<file path="src/rtl/alu_seq_pkg.sv">
// Shared definitions for the ALU instruction sequencer: opcode classes,
// FSM state encoding and the decoded-instruction payload.
package alu_seq_pkg;

  localparam int unsigned CLS_W  = 4;
  localparam int unsigned FLAG_W = 4;

  localparam logic [CLS_W-1:0] CLS_NOP    = 4'h0;
  localparam logic [CLS_W-1:0] CLS_ALU    = 4'h1;
  localparam logic [CLS_W-1:0] CLS_LOAD   = 4'h2;
  localparam logic [CLS_W-1:0] CLS_READ   = 4'h3;
  localparam logic [CLS_W-1:0] CLS_JUMP   = 4'h4;
  localparam logic [CLS_W-1:0] CLS_BRANCH = 4'h5;
  localparam logic [CLS_W-1:0] CLS_HALT   = 4'hF;

  typedef enum logic [2:0] {
    ST_IDLE   = 3'd0,
    ST_FETCH0 = 3'd1,
    ST_FETCH1 = 3'd2,
    ST_EXEC   = 3'd3,
    ST_WB     = 3'd4,
    ST_HALTED = 3'd5
  } state_e;

  typedef struct packed {
    logic legal;
    logic wr;
    logic rd;
    logic jump;
    logic take;
    logic halt;
  } dec_t;

endpackage

</file>
<file path="src/rtl/alu_seq_decode.sv">
// Combinational instruction-class decode for the ALU sequencer.
// ALU_SEQ_BRANCH_EN enables JUMP/BRANCH; without it those classes decode as illegal.
module alu_seq_decode
  import alu_seq_pkg::*;
(
  input  logic [CLS_W-1:0]  cls,
  input  logic [FLAG_W-1:0] flags,
  input  logic [1:0]        flag_sel,
  output dec_t              dec_c
);

  logic take_c;

`ifdef ALU_SEQ_BRANCH_EN
  assign take_c = flags[flag_sel];
`else
  logic unused_flags;
  assign unused_flags = ^{flags, flag_sel};
  assign take_c       = 1'b0;
`endif

  always_comb begin
    dec_c = '0;
    case (cls)
      CLS_NOP: begin
        dec_c.legal = 1'b1;
      end
      CLS_ALU, CLS_LOAD: begin
        dec_c.legal = 1'b1;
        dec_c.wr    = 1'b1;
      end
      CLS_READ: begin
        dec_c.legal = 1'b1;
        dec_c.rd    = 1'b1;
      end
      CLS_HALT: begin
        dec_c.legal = 1'b1;
        dec_c.halt  = 1'b1;
      end
`ifdef ALU_SEQ_BRANCH_EN
      CLS_JUMP: begin
        dec_c.legal = 1'b1;
        dec_c.jump  = 1'b1;
      end
      CLS_BRANCH: begin
        dec_c.legal = 1'b1;
        dec_c.take  = take_c;
      end
`endif
      default: begin
        dec_c = '0;
      end
    endcase
  end

endmodule

</file>
<file path="src/rtl/alu_sequencer.sv">
// Four-cycle fetch/decode/issue sequencer driving the ALU/register command port.
// ALU_SEQ_BRANCH_EN enables JUMP and BRANCH; otherwise they are illegal and halt.
module alu_sequencer
  import alu_seq_pkg::*;
#(
  parameter int unsigned DATA_WIDTH = 16,
  parameter int unsigned ADDR_WIDTH = 16
) (
  input  logic                  clk,
  input  logic                  reset,
  input  logic                  start,
  input  logic [ADDR_WIDTH-1:0] start_addr,
  output logic [ADDR_WIDTH-1:0] prog_addr,
  output logic                  prog_rd_en,
  input  logic [DATA_WIDTH-1:0] prog_rd_data,
  output logic [DATA_WIDTH-1:0] opcode,
  output logic [DATA_WIDTH-1:0] operand,
  output logic [DATA_WIDTH-1:0] reg_write_data,
  output logic                  read_enable,
  output logic                  write_enable,
  input  logic [DATA_WIDTH-1:0] reg_read_data,
  input  logic [FLAG_W-1:0]     alu_flags,
  output logic                  rd_valid,
  output logic [DATA_WIDTH-1:0] rd_data,
  output logic                  busy,
  output logic                  halted,
  output logic                  error
);

  state_e                state, state_nx;
  logic [ADDR_WIDTH-1:0] pc, pc_nx;
  logic [ADDR_WIDTH-1:0] prog_addr_nx;
  logic                  prog_rd_en_nx;
  logic [DATA_WIDTH-1:0] opcode_nx;
  logic [DATA_WIDTH-1:0] operand_q, operand_nx;
  logic [DATA_WIDTH-1:0] reg_write_data_nx;
  logic                  read_enable_nx;
  logic                  write_enable_nx;
  logic                  rd_valid_nx;
  logic [DATA_WIDTH-1:0] rd_data_nx;
  logic                  busy_nx;
  logic                  halted_nx;
  logic                  error_nx;
  logic [CLS_W-1:0]      cls;
  logic [CLS_W-1:0]      fetch_cls;
  dec_t                  dec;

  assign cls       = opcode[DATA_WIDTH-1 -: CLS_W];
  assign fetch_cls = prog_rd_data[DATA_WIDTH-1 -: CLS_W];

  alu_seq_decode u_decode (
    .cls      (cls),
    .flags    (alu_flags),
    .flag_sel (opcode[1:0]),
    .dec_c    (dec)
  );

  // The operand word arrives from memory during EXEC; it is registered for WB.
  assign operand = (state == ST_EXEC) ? prog_rd_data : operand_q;

  // Next-state, next-PC and next-output logic.
  always_comb begin
    state_nx          = state;
    pc_nx             = pc;
    prog_addr_nx      = '0;
    prog_rd_en_nx     = 1'b0;
    opcode_nx         = '0;
    operand_nx        = '0;
    reg_write_data_nx = '0;
    read_enable_nx    = 1'b0;
    write_enable_nx   = 1'b0;
    rd_valid_nx       = 1'b0;
    rd_data_nx        = rd_data;
    error_nx          = error;

    case (state)
      ST_IDLE: begin
        if (start) begin
          state_nx = ST_FETCH0;
          pc_nx    = start_addr;
        end
      end
      ST_HALTED: begin
        if (start) begin
          state_nx = ST_FETCH0;
          pc_nx    = start_addr;
          error_nx = 1'b0;
        end
      end
      ST_FETCH0: begin
        state_nx = ST_FETCH1;
      end
      ST_FETCH1: begin
        state_nx       = ST_EXEC;
        opcode_nx      = prog_rd_data;
        read_enable_nx = (fetch_cls == CLS_READ);
      end
      ST_EXEC: begin
        state_nx        = ST_WB;
        opcode_nx       = opcode;
        operand_nx      = prog_rd_data;
        write_enable_nx = dec.wr;
        read_enable_nx  = dec.rd;
        if (cls == CLS_LOAD) begin
          reg_write_data_nx = prog_rd_data;
        end
        if (dec.jump || dec.take) begin
          pc_nx = ADDR_WIDTH'(prog_rd_data);
        end else begin
          pc_nx = pc + ADDR_WIDTH'(2);
        end
      end
      ST_WB: begin
        if (dec.rd) begin
          rd_valid_nx = 1'b1;
          rd_data_nx  = reg_read_data;
        end
        if (dec.halt || !dec.legal) begin
          state_nx = ST_HALTED;
          error_nx = !dec.legal;
        end else begin
          state_nx = ST_FETCH0;
        end
      end
      default: begin
        state_nx = ST_IDLE;
      end
    endcase

    // Program-memory strobes lead the state they belong to by one register stage.
    if (state_nx == ST_FETCH0) begin
      prog_addr_nx  = pc_nx;
      prog_rd_en_nx = 1'b1;
    end else if (state_nx == ST_FETCH1) begin
      prog_addr_nx  = pc_nx + ADDR_WIDTH'(1);
      prog_rd_en_nx = 1'b1;
    end

    busy_nx   = (state_nx != ST_IDLE) && (state_nx != ST_HALTED);
    halted_nx = (state_nx == ST_HALTED);
  end

  always_ff @(posedge clk) begin
    if (reset) begin
      state          <= ST_IDLE;
      pc             <= '0;
      prog_addr      <= '0;
      prog_rd_en     <= 1'b0;
      opcode         <= '0;
      operand_q      <= '0;
      reg_write_data <= '0;
      read_enable    <= 1'b0;
      write_enable   <= 1'b0;
      rd_valid       <= 1'b0;
      rd_data        <= '0;
      busy           <= 1'b0;
      halted         <= 1'b0;
      error          <= 1'b0;
    end else begin
      state          <= state_nx;
      pc             <= pc_nx;
      prog_addr      <= prog_addr_nx;
      prog_rd_en     <= prog_rd_en_nx;
      opcode         <= opcode_nx;
      operand_q      <= operand_nx;
      reg_write_data <= reg_write_data_nx;
      read_enable    <= read_enable_nx;
      write_enable   <= write_enable_nx;
      rd_valid       <= rd_valid_nx;
      rd_data        <= rd_data_nx;
      busy           <= busy_nx;
      halted         <= halted_nx;
      error          <= error_nx;
    end
  end

endmodule

</file>
<file path="config.mk">
export PLATFORM = sky130hd
export DESIGN_NAME = alu_sequencer
export DESIGN_NICKNAME = d
export VERILOG_FILES = /design/src/rtl/alu_seq_pkg.sv /design/src/rtl/alu_seq_decode.sv /design/src/rtl/alu_sequencer.sv
export SDC_FILE = /design/constraint.sdc
export NUM_CORES = 1
export LEC_CHECK = 0
export CAP_MARGIN = 10
export CORE_MARGIN = 5
export CORE_UTILIZATION = 26
export CTS_CLUSTER_SIZE = 40
export DETAILED_ROUTE_END_ITERATION = 10
export PLACE_DENSITY = 0.6
export SYNTH_ARGS = -nofsm -noshare
export SYNTH_HDL_FRONTEND = slang
export SYNTH_HIERARCHICAL = 1
export SYNTH_SLANG_ARGS = --single-unit
</file>
<file path="constraint.sdc">
create_clock -name clk -period 3.7 [get_ports clk]
set_clock_uncertainty 0.05 [all_clocks]
set_input_delay 0.925 -clock clk [delete_from_list [all_inputs] [get_ports clk]]
set_output_delay 0.925 -clock clk [all_outputs]
set_load 0.1 [all_outputs]
</file>
==> flow_metrics.py <==
metrics = {
    "setup_path": {
        "rr_endpoint": "prog_addr[12]",
        "cp.arrival_ns": 3.42,
        "reg2reg_slack_ns": 0.67,
        "worstSetupPathType": "in2reg",
        "cp-end-kind": "flop",
        "r2r-start": "state[0]",
        "crit_path_max_fanout": 4,
        "start_kind": "input pin",
        "required_ns": 3.88,
        "reg2reg_depth": 8,
    },
    "clock_tree": {
        "ctsResizeCount": 0,
        "cts_buffers": 9,
        "clock_sinks": 106,
        "clk-insertion-delay-late_ns": 0.36,
        "htreeDepth": 3,
        "clockBufferDepth": 2,
        "path_clk_slew_ns": 0.08,
        "postCtsHoldBufs": 0,
        "post_cts_buffers": 0,
        "cts_root_buf": "clkbuf_16",
        "cts_tree": "yes",
    },
    "place": {
        "io_buffers": 137,
        "dp_hpwl_um": 11400,
        "place_congestion": 0.832,
        "place_ws_ns": 0.102,
        "post-place-cells": 928,
    },
    "power": {
        "seqPwrFrac_pct": 40.4,
        "clkPwrFrac_pct": 30.2,
        "sw_frac_of_total_pct": 36.8,
        "power_leakage_nw": 2.74,
        "peakVddDrop_mv": 0.291,
        "p_comb_share_pct": 29.4,
        "powerDensity_nw_per_um2": 449,
        "power_mw": 3.13,
        "internal-power_mw": 1.98,
        "switching_power_mw": 1.15,
    },
    "floorplanning": {
        "core_area_um2": 18600,
        "die_h_um": 148,
        "io_pins": 142,
        "die_area_um2": 21800,
        "die_w_um": 148,
        "row_count": 50,
        "initial_core_util_pct": 26.4,
    },
    "logic_synthesis": {
        "ys_async_sr_fraction_pct": 0,
        "yosys_warnings": 6,
        "synthCells": 567,
        "synth_edf_count": 0,
        "synth_cell_types": 77,
        "synth_ff_type": "dfxtp_1",
        "syn-cell-area_um2": 4920,
        "synth_seq_cells": 106,
        "synth_area_per_cell_um2": 8.67,
        "yosysSeqAreaShare_pct": 43.1,
    },
    "detailed_routing": {
        "drtAntennaViolNets": 0,
        "drt-pass1-iter-count": 5,
        "wl_per_cell_um": 16.1,
        "vias": 4475,
        "wl_um": 15200,
        "drc": 0,
        "drtIter0Drc": 243,
        "via_per_inst": 4.74,
    },
    "global_routing": {
        "grt_first_pass_wirelength_um": 23600,
        "overflow": 0,
        "grt_util_all_layers_pct": 13.7,
        "antenna_found_initial": 0,
        "grt_max_degree": 30,
        "grt_pass1_vias": 4170,
    },
    "final_layout": {
        "ff_latch_area_um2": 2120,
        "nets": 762,
        "areaGrowthSynthToFinish_pct": 41.8,
        "final_cell_mix": "106 x dfxtp_1, 97 x nand2_1, 93 x clkdlybuf4s50_1, 55 x buf_4, 43 x nor2_1",
        "final_common_cell": "dfxtp_1",
        "fin_cells": 944,
        "drive_gt1_share_pct": 17.0,
        "n_antenna_cell": 0,
        "multi_input_area_um2": 2540,
        "nFillCells": 1922,
    },
    "timing": {
        "worst_slack_ns": 0.466,
        "fin_crit_sh_pct": 87.4,
        "max_clock_freq_ghz": 0.309,
        "fin_crit_ns": 3.23,
        "finalHoldViolCount": 0,
        "whs_ns": 0.404,
        "slew_headroom_pct": 33.5,
        "setup_violations": 0,
        "maxSlewViolCount": 0,
        "fin_setup_tns_ns": 0,
        "tightest_slew_ns": 0.994,
        "rsz0062_at_grt": "false",
    },
    "hold_path": {
        "hold_class": "reg2reg",
        "worstHoldStart": "rd_data[9]",
        "min_to": "rd_data[9]",
        "holdPathStages": 2,
    },
    "job": {
        "drv_cap": 0,
    },
    "run_status": {
        "status": "finished clean",
    },
}
-- how the worst max path moves through the flow --
stage	end	start	cells after the start
finish	prog_addr[12]	start	8
floorplan	operand[9]	prog_rd_data[9]	2
detailed placement	prog_addr[12]	start	8
global route	prog_addr[8]	start	10
global placement	prog_addr[12]	start	8
CTS	prog_addr[12]	start	8
-- Yosys cell counts, drive strengths merged, types with 11 or more instances --
cell type  count  area, um2
dfxtp        106       2120
nand2         97        364
nor2          46        183
and2          35        219
a21oi         32        160
nor3          24        140
clkbuf        21       78.8
o21ai         20        100
buf           18        134
a22o          14        123
nand3         12       60.1
inv           11       41.3
-- layer usage --
metal	track usage (%)	wire length [um]
met1	19.0	7180
met5	0	0
met3	4.81	1230
met2	20.3	6590
met4	3.87	194
-- area by class of cell --
| type | instances | share of cell area, % |
|---|---|---|
| inverter | 12 | 0.646 |
| sequential | 106 | 30.4 |
| multi-input combinational | 411 | 36.5 |
| clock inverter | 7 | 0.843 |
| clock buffer | 9 | 3.23 |
| timing repair buffer | 165 | 24.2 |
| tap | 234 | 4.20 |
-- kinds of logic after synthesis --
kind of cell / synth area share [%]
multiplexers: 2.82
buffers and inverters: 5.24
adder cells (fa/ha/maj): 0.509
other: 0.0762
XOR/XNOR: 2.87
AO/OA/AOI/OAI: 16.9
flip-flops: 43.1
AND/OR/NAND/NOR: 28.5
-- metrics by stage --
step	cell area, um2	util, %
final	6970	37.4
after global routing	6970	37.4
after CTS	6970	37.4
after detailed placement	6690	35.9
after global placement	6690	35.9
after floorplan	4920	-
-- power groups by stage --
| stage | logic, mW | registers, mW | clock network, mW |
|---|---|---|---|
| after floorplan | 0.416 | 1.50 | 0 |
| after global placement | 0.918 | 1.29 | 0 |
| after detailed placement | 0.918 | 1.29 | 0 |
| after CTS | 0.923 | 1.26 | 0.977 |
| after global routing | 0.979 | 1.28 | 1.02 |
| final | 0.920 | 1.26 | 0.943 |
-- flip-flops by register name (all words and copies together), names as in the netlist --
register        count
reg_write_data     16
pc                 16
opcode             16
rd_data            16
state               3
read_enable         1
prog_addr          16
busy                1
halted              1
prog_rd_en          1
operand_q          16
error               1
rd_valid            1
write_enable        1
-- critical path, cell delays in order --
cell and delay [ns]:
clkdlybuf4s50_1 0.56, mux2_2 0.35, a221oi_1 0.49, inv_1 0.12, ha_1 0.24, and3b_1 0.20
and4_1 0.19, or3_1 0.35
No activity file was read; power rests on OpenSTA's default activity.
==> edit (config.mk and constraints unchanged) <==
`prog_addr`, `operand_q`, `reg_write_data` and `rd_data` no longer have a reset.
--- a/src/rtl/alu_sequencer.sv
+++ b/src/rtl/alu_sequencer.sv
@@ -145,13 +145,9 @@
       state          <= ST_IDLE;
       pc             <= '0;
-      prog_addr      <= '0;
       prog_rd_en     <= 1'b0;
       opcode         <= '0;
-      operand_q      <= '0;
-      reg_write_data <= '0;
       read_enable    <= 1'b0;
       write_enable   <= 1'b0;
       rd_valid       <= 1'b0;
-      rd_data        <= '0;
       busy           <= 1'b0;
       halted         <= 1'b0;
@@ -160,13 +156,9 @@
       state          <= state_nx;
       pc             <= pc_nx;
-      prog_addr      <= prog_addr_nx;
       prog_rd_en     <= prog_rd_en_nx;
       opcode         <= opcode_nx;
-      operand_q      <= operand_nx;
-      reg_write_data <= reg_write_data_nx;
       read_enable    <= read_enable_nx;
       write_enable   <= write_enable_nx;
       rd_valid       <= rd_valid_nx;
-      rd_data        <= rd_data_nx;
       busy           <= busy_nx;
       halted         <= halted_nx;
@@ -175,4 +167,11 @@
   end
 
+  always_ff @(posedge clk) begin
+    prog_addr      <= prog_addr_nx;
+    operand_q      <= operand_nx;
+    reg_write_data <= reg_write_data_nx;
+    rd_data        <= rd_data_nx;
+  end
+
 endmodule
 
Formal check against the unedited RTL: not equivalent (a bounded check fails within 4 cycles, from zero or initial values and one cycle with reset high).
==> edit against the original RTL <==
Sequential cell count unchanged. Combinational power grew 4.1%. Routed wire length fell by 4.9%. Worst setup slack worse by 0.031 ns. Synthesized area down 6.0%. Final area fell by 4.7%. Count of clock-buffer cells in the layout rose by 2. Register-to-register slack improved by 0.10 ns. Synthesized cell count fell by 16%. Hold slack better by 0.047 ns. Power about the same. Largest power group unchanged.
==> edit: results (changes against the original RTL) <==
Global Route met3 Usage 3.03% (was 4.81%); initial antenna violation count 0 (unchanged); Reg2Reg Setup Slack 0.77 ns (was 0.67 ns); Worst VDD drop 244 uV (was 291 uV); Detailed Route WL 14400 um (was 15200 um); area share of fa/ha/maj cells after synthesis 0.541% (was 0.509%); # diodes 0 (unchanged); top sig layer met4 (unchanged); met2 routed WL 6900 um (was 6590 um); P_seq 1.29 mW; Fin Setup TNS 0 ns (unchanged); GR Util met1 17.9% (was 19.0%); # fillers 1730 (was 1922); port buffer count 137 (unchanged); XOR/XNOR Fraction of Synth Area 3.65% (was 2.87%); TritonCTS Buffers 9 (unchanged); Post-synth EDFFs 16 (was 0); largest net degree at the start of global routing 25 (was 30); Worst-Margin Slew 0.987 ns (was 0.994 ns); HP Class flop to flop (unchanged); first-pass GRT wire length 22200 um (was 23600 um); post-synthesis mux area share 4.38% (was 2.82%); post-synth cell types 65 (was 77); WHS Endpoint opcode[4] (was rd_data[9]); Reg-to-Reg End prog_addr[14] (was prog_addr[12]); fraction of registers with async set/reset 0% (unchanged); 1st-pass router iterations 6 (was 5); CTS root buf clkbuf_16 (unchanged); wire length on met3 975 um (was 1230 um); Power Combinational 0.958 mW (was 0.920 mW); outcome finished clean (unchanged); top_reg_cell synth dfxtp_1 (unchanged); Seq/Total Area, Yosys 49.4% (was 43.1%); Worst-Skew Late Latency 0.35 ns; final net count 673 (was 762); total leakage power 2.61 nW (was 2.74 nW); Post-Place Setup Slack 0.105 ns (was 0.102 ns); Worst Path Arrival 3.46 ns (was 3.42 ns); CTS resizes 0 (unchanged); Clock Tree Buf Depth 2 (unchanged); Area contributors post-synth dfxtp_1, edfxtp_1, nor2_1 (was dfxtp_1, nand2_1, and2_1); met2 usage 23.7% (was 20.3%); combinational power share 30.6% (was 29.4%); Post-DP Area 0.00638 mm^2 (was 0.00669 mm^2); GPL Wtd Cong 0.890 (was 0.832); most frequent cells after synthesis dfxtp_1, nor2_1, and2_1 (was dfxtp_1, nand2_1, nor2_1); Sw Ratio 36.3% (was 36.8%); layout cell share with drive strength beyond 1 17.4% (was 17.0%); hold path depth 2 (unchanged); DP HPWL 10800 um (was 11400 um); detailed-route via count 4117 (was 4475); 1st-iter DRT viols 230 (was 243); min-delay src opcode[4] (was rd_data[9]); CP max FO 10 (was 4); total track usage 14.1% (was 13.7%); Synth Area in Compound Gates 16.8% (was 16.9%); Post-Route M1 WL 6270 um (was 7180 um); MaxCap Viol Count 0 (unchanged)
## edit: cell types whose count changed after synthesis, sizes merged, moves of 9 or more
| cell | unedited run | this run |
|---|---|---|
| a21o | 2 | 16 |
| a21oi | 32 | 21 |
| a22o | 14 | 1 |
| dfxtp | 106 | 90 |
| edfxtp | 0 | 16 |
| mux2i | 9 | 18 |
| nand2 | 97 | 13 |
| nor2 | 46 | 62 |
## edit: per-stage QoR
stage               hold slack, ns  utilization (%)  std cells
global placement             0.428             36.8        830
floorplan                    0.514                -        476
finish                       0.451             38.3        846
global route                 0.489             38.3        846
detailed placement           0.440             36.8        830
CTS                          0.459             38.3        846
## edit: cell type report
type / instances / area, um^2 / area share (%)
multi-input cells: 332 / 2180 / 32.9
flip-flops and latches: 106 / 2280 / 34.3
repair buffers: 157 / 1600 / 24.0
inverters: 10 / 37.5 / 0.565
clock inverters: 5 / 31.3 / 0.471
well taps: 225 / 282 / 4.23
clock buffers: 11 / 233 / 3.50
## edit: cell families after synthesis
group           count (synthesis)
compound gates                106
xor+xnor                       15
fa+ha+maj                       2
buf+inv                        38
flops                         106
mux                            20
other cells                     1
simple gates                  187
## edit: how the worst max path moves through the flow
stage | startpoint | end | slack (ns)
global route | start | prog_addr[13] | 0.28
CTS | start | prog_addr[14] | 0.49
floorplan | state[2] | operand[10] | 0.56
detailed placement | start | prog_addr[14] | 0.10
finish | start | prog_addr[14] | 0.44
global placement | start | prog_addr[12] | 0.24
## edit: worst max-delay path, cell delays in order
cell             delay [ns]
clkdlybuf4s50_1        0.59
nor2b_1                0.37
nand2_1                0.23
a21oi_1                0.25
o22ai_1                0.21
nor4_4                 0.55
a31o_2                 0.25
a21oi_1                0.06
